<file path="config.mk">
export PLATFORM = sky130hd
export DESIGN_NAME = rr_arbiter_8
export DESIGN_NICKNAME = d
export VERILOG_FILES = /design/src/rtl/rr_arbiter_8.sv
export SDC_FILE = /design/constraint.sdc
export NUM_CORES = 1
export LEC_CHECK = 0
export CAP_MARGIN = 25
export CORE_MARGIN = 10
export CORE_UTILIZATION = 61
export DETAILED_ROUTE_END_ITERATION = 8
export PLACE_DENSITY_LB_ADDON = 0.15
export RECOVER_POWER = 25
export SLEW_MARGIN = 20
export SYNTH_ARGS = -nofsm -noshare
export SYNTH_HDL_FRONTEND = slang
export SYNTH_SLANG_ARGS = --single-unit
</file>
<file path="constraint.sdc">
create_clock -name clk -period 5.8 [get_ports clk]
set_input_delay 1.16 -clock clk [delete_from_list [all_inputs] [get_ports clk]]
set_output_delay 1.16 -clock clk [all_outputs]
set_load 0.005 [all_outputs]
</file>
<file path="src/rtl/rr_arbiter_8.sv">
// rr_arbiter_8 -- eight-requester round-robin arbiter with bounded hold.
//
// Selects one requester, presents it encoded (grant_idx) and one-hot
// (grant), and keeps the grant until the owner asserts done, drops its
// request, or has held for HOLD_MAX cycles. A released requester gets
// lowest priority for the next arbitration. Every grant is followed by
// at least one idle cycle.
//
// Ports:
//   clk          in   rising-edge clock
//   rst_n        in   asynchronous active-low reset
//   req[7:0]     in   request vector, bit i = requester i
//   done         in   current owner finished (only looked at while granting)
//   grant[7:0]   out  one-hot grant, 8'h00 when no grant is active
//   grant_idx    out  encoded owner, holds its last value when not valid
//   grant_valid  out  a grant is active
//   timeout      out  one-cycle pulse on a forced release at HOLD_MAX
//
// state   | meaning
// --------+-----------------------------------------------------------
// S_IDLE  | no owner; arbitrate on the next edge if any req is set
// S_GRANT | grant_idx owns the resource; watch done / req drop / hold
module rr_arbiter_8 #(
  parameter int unsigned HOLD_MAX = 15
) (
  input  logic       clk,
  input  logic       rst_n,
  input  logic [7:0] req,
  input  logic       done,
  output logic [7:0] grant,
  output logic [2:0] grant_idx,
  output logic       grant_valid,
  output logic       timeout
);

  localparam logic [7:0] HOLD_MAX_C = 8'(HOLD_MAX);

  typedef enum logic {
    S_IDLE  = 1'b0,
    S_GRANT = 1'b1
  } state_t;

  state_t     state_q, state_d;
  logic [2:0] ptr_q, ptr_d;
  logic [7:0] cnt_q, cnt_d;
  logic [7:0] grant_q, grant_d;
  logic [2:0] grant_idx_q, grant_idx_d;
  logic       grant_valid_q, grant_valid_d;
  logic       timeout_q, timeout_d;

  logic       win_found;
  logic [2:0] win_idx;
  logic [2:0] scan_idx;
  logic       rel_done;
  logic       rel_drop;
  logic       rel_hold;
  logic       release_now;

  // Rotating priority scan: ptr first, then ptr+1, ... wrapping mod 8.
  always_comb begin
    win_found = 1'b0;
    win_idx   = ptr_q;
    scan_idx  = ptr_q;
    for (int i = 0; i < 8; i++) begin
      scan_idx = ptr_q + 3'(i);
      if (!win_found && req[scan_idx]) begin
        win_found = 1'b1;
        win_idx   = scan_idx;
      end
    end
  end

  always_comb begin
    rel_done    = done;
    rel_drop    = ~req[grant_idx_q];
    rel_hold    = (cnt_q == HOLD_MAX_C);
    release_now = rel_done | rel_drop | rel_hold;
  end

  always_comb begin
    state_d       = state_q;
    ptr_d         = ptr_q;
    cnt_d         = cnt_q;
    grant_d       = grant_q;
    grant_idx_d   = grant_idx_q;
    grant_valid_d = grant_valid_q;
    timeout_d     = 1'b0;

    case (state_q)
      S_IDLE: begin
        if (win_found) begin
          state_d       = S_GRANT;
          grant_idx_d   = win_idx;
          grant_d       = 8'b1 << win_idx;
          grant_valid_d = 1'b1;
          cnt_d         = 8'd1;
        end
      end
      S_GRANT: begin
        if (release_now) begin
          state_d       = S_IDLE;
          grant_d       = 8'h00;
          grant_valid_d = 1'b0;
          ptr_d         = grant_idx_q + 3'd1;
          cnt_d         = 8'd0;
          // done takes precedence: a voluntary release is never a timeout
          timeout_d     = rel_hold & ~rel_done;
        end else begin
          cnt_d = cnt_q + 8'd1;
        end
      end
      default: begin
        state_d = S_IDLE;
      end
    endcase
  end

  always_ff @(posedge clk or negedge rst_n) begin
    if (!rst_n) begin
      state_q       <= S_IDLE;
      ptr_q         <= 3'd0;
      cnt_q         <= 8'd0;
      grant_q       <= 8'h00;
      grant_idx_q   <= 3'd0;
      grant_valid_q <= 1'b0;
      timeout_q     <= 1'b0;
    end else begin
      state_q       <= state_d;
      ptr_q         <= ptr_d;
      cnt_q         <= cnt_d;
      grant_q       <= grant_d;
      grant_idx_q   <= grant_idx_d;
      grant_valid_q <= grant_valid_d;
      timeout_q     <= timeout_d;
    end
  end

  assign grant       = grant_q;
  assign grant_idx   = grant_idx_q;
  assign grant_valid = grant_valid_q;
  assign timeout     = timeout_q;

endmodule

</file>
==> flow_metrics.py, run 1 <==
metrics = {
    "status": {
        "status": "finished clean",
    },
    "floorplanning": {
        "chipWidth_um": 79.2,
        "start_util_pct": 63.7,
        "coreArea_um2": 3360,
        "die-area_um2": 6280,
        "row_count": 21,
        "dieHeight_um": 79.2,
        "io_pins": 24,
    },
    "min_path": {
        "hold_path.class": "flop to flop",
    },
    "critical_path": {
        "reg2reg_slack_ns": 1.78,
        "worst_setup_path_start_kind": "flop",
        "crit_fanout": 15,
        "required_ns": 6.04,
        "endpoint_kind": "flop",
        "crit_type": "flop to flop",
        "worst_ep_arrival_time_ns": 4.26,
    },
    "routing": {
        "routed_wl_um": 5000,
        "firstDrtPassIters": 5,
        "vias_per_cell": 6.48,
        "wire_per_inst_um": 18.4,
        "drcViolationCount": 0,
        "antenna_left": 0,
        "dr_total_vias": 1763,
        "dr.first_iter.drc_count": 152,
    },
    "sta": {
        "worstMarginPinSlew_ns": 1.31,
        "slew_violations": 0,
        "rsz0062_at_grt": "no",
        "fin_tns_setup_ns": 0,
        "hold_violations": 0,
        "max_freq_mhz": 249,
        "finalSetupViolations": 0,
        "period_share_pct": 69.4,
        "post-route-min-period_ns": 4.02,
        "maxSlewHeadroom_pct": 12.4,
        "skew_ns": 0.0158,
    },
    "power": {
        "sw_frac_of_total_pct": 49.6,
        "cell_internal_pwr_uw": 798,
        "power_leakage_uw": 0.000943,
        "combPwrFrac_pct": 73.9,
        "seqPwrFrac_pct": 21.0,
        "p_per_area_nw_per_um2": 666,
        "p_sw_uw": 786,
        "ir_drop_v": 0.000404,
        "clkPwrFrac_pct": 5.1,
    },
    "logic_synthesis": {
        "synth-async-reset-ratio_pct": 100,
        "yosysUniqueCellTypes": 57,
        "synth_compound_area_share_pct": 16.7,
        "muxShareOfSynthArea_pct": 24.1,
        "syn_area_per_cell_um2": 10.1,
        "synth_fp_nets": 226,
        "ys_seq_elements": 25,
        "synthSimpleGateAreaFrac_pct": 18.5,
        "yosys_warnings": 0,
        "synth_seq_area_share_pct": 29.2,
        "synth_ff_type": "dfrtp_1",
        "synth_top_family_by_area": "multiplexers",
        "syn_area_um2": 2140,
        "synth_edf_count": 0,
        "synth_cells": 211,
        "synth-xor-area-share_pct": 4.38,
        "yosys.area_share.adder_pct": 2.34,
    },
    "global_route": {
        "grt_pass1_wl_um": 8360,
        "overflow": 0,
        "grt.total_usage_pct": 16.1,
        "grt_pass1_vias": 1731,
        "antenna_found_initial": 0,
        "grt_max_degree": 26,
    },
    "clock_network": {
        "h-tree-depth": 1,
        "path_clk_slew_ns": 0.15,
        "worstSkewPairLatency_ns": 0.33,
        "numCtsBuffers": 3,
        "cts_buffer_depth": 2,
        "post_cts_buffers": 0,
        "cts_resized": 0,
        "root_buffer": "clkbuf_4",
        "postCtsHoldBufs": 0,
        "cts.sinks": 25,
        "cts_tree": "built",
    },
    "place": {
        "dpl.hpwl_um": 3880,
        "placed_area_um2": 2350,
        "port_buffers": 23,
        "gp_congestion": 0.854,
    },
    "layout": {
        "antenna_cells": 0,
        "seqCellArea_um2": 626,
        "multi_input_area_um2": 1410,
        "layout.cells.most_common": "dfrtp_1",
        "syn2layout_area_growth_pct": 11.1,
        "stdcell_area_um2": 2380,
        "fillers": 291,
        "final_nets": 242,
        "layout_common_cells": "dfrtp_1, nand2_1, clkdlybuf4s50_1",
        "drive_gt1_share_pct": 13.7,
    },
    "run": {
        "cap_violations": 0,
    },
}
-- power groups by stage --
| stage | logic, uW | registers [uW] | clock network, uW |
|---|---|---|---|
| 2_1_floorplan | 1010 | 267 | 0 |
| 3_3_place_gp | 1110 | 328 | 0 |
| 3_5_place_dp | 1160 | 333 | 0 |
| 4_1_cts | 1160 | 331 | 82.2 |
| 5_1_grt | 1270 | 344 | 93.0 |
| 6_report | 1170 | 333 | 80.8 |
-- stage by stage --
step	std cells	hold WS, ns	utilization (%)	total power (uW)	setup slack, ns
final	272	0.493	70.7	1580	1.78
after detailed placement	268	0.465	70.0	1490	1.70
after global placement	268	0.465	70.0	1430	1.89
after CTS	272	0.498	70.9	1570	1.79
after floorplan	211	0.464	-	1270	2.54
after global routing	272	0.535	70.7	1710	1.51
-- layer usage --
layer	vias up	global-route usage [%]	share of wire, %
li1	831	-	-
met1	883	20.7	44
met2	45	26.8	49
met3	4	4.95	6.6
met4	0	1.79	0.20
met5	-	0	0
-- cells in the mapped netlist, drive strengths merged, types with 2 or more instances --
library cell / n / area share [%]
a21oi: 5 / 1.2
a221o: 2 / 0.99
a22o: 2 / 0.82
a31oi: 3 / 0.88
and2: 4 / 1.2
and3: 3 / 1.1
buf: 6 / 2.4
clkbuf: 6 / 1.1
dfrtp: 25 / 29
ha: 4 / 2.3
inv: 7 / 1.3
mux2: 8 / 4.4
mux2i: 8 / 4.3
mux4: 14 / 15
nand2: 23 / 4.0
nand2b: 6 / 1.8
nand3: 5 / 1.4
nor2: 14 / 2.5
nor2b: 2 / 0.58
nor3: 2 / 0.47
nor3b: 3 / 1.1
nor4b: 2 / 1.5
o211ai: 2 / 0.70
o21a: 3 / 1.1
o21ai: 15 / 3.5
o311ai: 3 / 1.2
o31ai: 9 / 3.2
or3: 2 / 0.58
xnor2: 7 / 3.6
xor2: 2 / 0.82
-- kinds of logic after synthesis --
logic type | count (synthesis)
buffers and inverters | 19
adder cells (fa/ha/maj) | 4
multiplexers | 30
AND/OR/NAND/NOR | 72
XOR/XNOR | 9
AO/OA/AOI/OAI | 52
flip-flops | 25
-- critical path, stage by stage (launching register included) --
cell and delay, ns:
dfrtp_1 0.83, inv_4 0.15, ha_1 0.68, mux4_2 0.68, mux2i_4 0.22, and2_1 0.33, and3_4 0.27, o21ai_1 0.08
a221o_2 0.45, o31ai_1 0.24
-- area by class of cell --
type / count / share of cell area (%)
sequential: 25 / 26.3
inverter: 7 / 1.21
tap: 46 / 2.42
timing repair buffer: 23 / 9.42
clock buffer: 3 / 0.947
clock inverter: 1 / 0.316
multi-input combinational: 167 / 59.4
-- path summary, 6_finish.rpt --
check / from / endpoint / depth (start not counted)
max: ptr_q[0]$_DFFE_PN0P_ / grant[3]$_DFFE_PN0P_ / 9
min: grant[4]$_DFFE_PN0P_ / grant[4]$_DFFE_PN0P_ / 2
max reg2reg: ptr_q[0]$_DFFE_PN0P_ / grant[3]$_DFFE_PN0P_ / 9
min reg2reg: grant[4]$_DFFE_PN0P_ / grant[4]$_DFFE_PN0P_ / 2
max in group asynchronous: rst_n / cnt_q[7]$_DFFE_PN0P_ / 1
min in group asynchronous: rst_n / grant[1]$_DFFE_PN0P_ / 1
-- registers in the layout, indices dropped and copies added, names as in the netlist --
| signal | cells |
|---|---|
| cnt_q | 8 |
| grant | 8 |
| grant_idx | 3 |
| ptr_q | 3 |
| grant_valid | 1 |
| state_q | 1 |
| timeout | 1 |
Power figures use the tool's default switching activity.
==> run 2: changes to the inputs <==
Settings changed: CORE_UTILIZATION 61 to 51.
Clock period 5.8 ns to 3.3 ns, I/O delays scaled along.
==> run 2 against run 1 <==
Worst setup slack worse by 1.6 ns. Via count rose by 2.8%. Register-to-register slack lost 1.6 ns. Clock power is 120% higher. Die area increased by 14%. Sequential share of layout area is 1.9 points lower. Combinational power is 110% higher. Total power up 95%. First-iteration DRC count shrank 14%. Critical path type is now primary input to flop.
==> flow_metrics.py, run 2 (same netlist as run 1, synthesis figures left out) <==
metrics = {
    "global_route": {
        "overflow": 0,
        "antenna_found_initial": 0,
        "grt_pass1_wl_um": 8830,
        "grt.total_usage_pct": 14.1,
        "grt_pass1_vias": 1813,
        "grt_max_degree": 26,
    },
    "floorplanning": {
        "row_count": 23,
        "start_util_pct": 53.1,
        "io_pins": 24,
        "dieHeight_um": 84.8,
        "die-area_um2": 7190,
        "chipWidth_um": 84.8,
        "coreArea_um2": 4030,
    },
    "place": {
        "dpl.hpwl_um": 4040,
        "placed_area_um2": 2520,
        "port_buffers": 23,
        "gp_congestion": 0.927,
    },
    "routing": {
        "wl_met2_um": 2330,
        "wl_met3_um": 344,
        "dr.first_iter.drc_count": 130,
        "firstDrtPassIters": 4,
        "highest_layer": "met4",
        "dr_total_vias": 1813,
        "routed_wl_um": 5040,
        "vias_per_cell": 6.10,
        "wire_per_inst_um": 17.0,
        "drt-met1-wl_um": 2350,
        "drcViolationCount": 0,
        "antenna_left": 0,
    },
    "sta": {
        "period_share_pct": 96.1,
        "skew_ns": 0.00142,
        "hold_slack_ns": 0.489,
        "finalSetupViolations": 0,
        "post-route-min-period_ns": 3.17,
        "max_freq_mhz": 315,
        "worstMarginPinSlew_ns": 1.28,
        "slew_violations": 0,
        "maxSlewHeadroom_pct": 14.8,
        "rsz0062_at_grt": "no",
        "hold_violations": 0,
    },
    "power": {
        "ir_drop_v": 0.000600,
        "totalPowerFinal_uw": 3080,
        "power_leakage_uw": 0.00105,
        "p_per_area_nw_per_um2": 1200,
    },
    "critical_path": {
        "slowest_delay_ns": 0.60,
        "worst_ep_arrival_time_ns": 3.33,
        "crit_type": "primary input to flop",
        "required_ns": 3.46,
        "worst_setup_path_start_kind": "primary input",
        "endpoint_kind": "flop",
        "crit_chain": "clkdlybuf4s50_1, mux2i_1, mux4_2, a22o_1, nor3b_1, or3b_4, xnor2_2, mux2_2",
        "slowest_stage": "clkdlybuf4s50_1",
        "crit_fanout": 10,
    },
    "min_path": {
        "hold_path.class": "flop to flop",
    },
    "clock_network": {
        "root_buffer": "clkbuf_8",
        "h-tree-depth": 1,
        "numCtsBuffers": 3,
        "cts.sinks": 25,
        "postCtsHoldBufs": 0,
        "path_clk_slew_ns": 0.08,
        "worstSkewPairLatency_ns": 0.26,
        "cts_resized": 0,
        "cts_tree": "built",
        "cts_buffer_depth": 2,
        "post_cts_buffers": 0,
    },
    "layout": {
        "layout_common_cells": "dfrtp_1, nand2_1, clkdlybuf4s50_1",
        "layout.cells.most_common": "dfrtp_1",
        "syn2layout_area_growth_pct": 19.6,
        "stdcell_area_um2": 2560,
        "final_nets": 263,
        "drive_gt1_share_pct": 20.6,
        "antenna_cells": 0,
    },
    "run": {
        "cap_violations": 0,
    },
    "status": {
        "status": "finished clean",
    },
}
## run 2: per-layer routing
metal | vias to the layer above | GRT usage (%)
li1 | 882 | -
met1 | 878 | 18.7
met2 | 49 | 22.4
met3 | 4 | 4.44
met4 | 0 | 2.10
met5 | - | 0
## run 2: worst paths after layout
path / end / depth (start not counted) / from / slack [ns]
worst max-delay path: grant_idx[0]$_DFFE_PN0P_ / 8 / req[5] / 0.13
worst min-delay path: grant[1]$_DFFE_PN0P_ / 2 / grant[1]$_DFFE_PN0P_ / 0.49
worst max register to register: grant_idx[0]$_DFFE_PN0P_ / 9 / ptr_q[0]$_DFFE_PN0P_ / 0.21
worst min register to register: grant[1]$_DFFE_PN0P_ / 2 / grant[1]$_DFFE_PN0P_ / 0.49
max in group asynchronous: state_q$_DFF_PN0_ / 2 / rst_n / 1.36
min in group asynchronous: grant[0]$_DFFE_PN0P_ / 2 / rst_n / 1.19
## run 2: worst max-delay path: cells and delay by family
| family | cells | cell delay [ns] |
|---|---|---|
| AOI/OAI and AO/OA | 1 | 0.32 |
| xor gates and xnor gates | 1 | 0.20 |
| buffers and inverters | 1 | 0.60 |
| muxes | 3 | 0.94 |
| and+or+nand+nor | 2 | 0.61 |
## run 2: report_power, final
group / switching [uW] / internal (uW) / total [uW]
combinational: 1220 / 1190 / 2410
sequential: 105 / 393 / 498
clock: 90.7 / 86.3 / 177
total: 1420 / 1660 / 3080
## run 2: per-stage QoR
step	util [%]	cells	worst slack [ns]	setup TNS (ns)
floorplan	-	211	0.0380	0
global placement	62.5	293	-0.0733	-0.213
detailed placement	62.5	293	-0.149	-1.14
CTS	63.6	297	0.134	0
global route	63.6	297	0.00461	0
finish	63.6	297	0.127	0
## run 2: cell type report
| cell class | count | area (um^2) |
|---|---|---|
| well taps | 50 | 62.6 |
| clock buffers | 4 | 45.0 |
| fillers | 334 | 1470 |
| multi-input cells | 167 | 1420 |
| flip-flops and latches | 25 | 626 |
| repair buffers | 44 | 384 |
| inverters | 7 | 28.8 |
==> run 3: changes to the inputs <==
Settings changed: SLEW_MARGIN 20 to default.
==> results of run 3 <==
No change in the layout: final DEF, timing and power equal those of run 2.
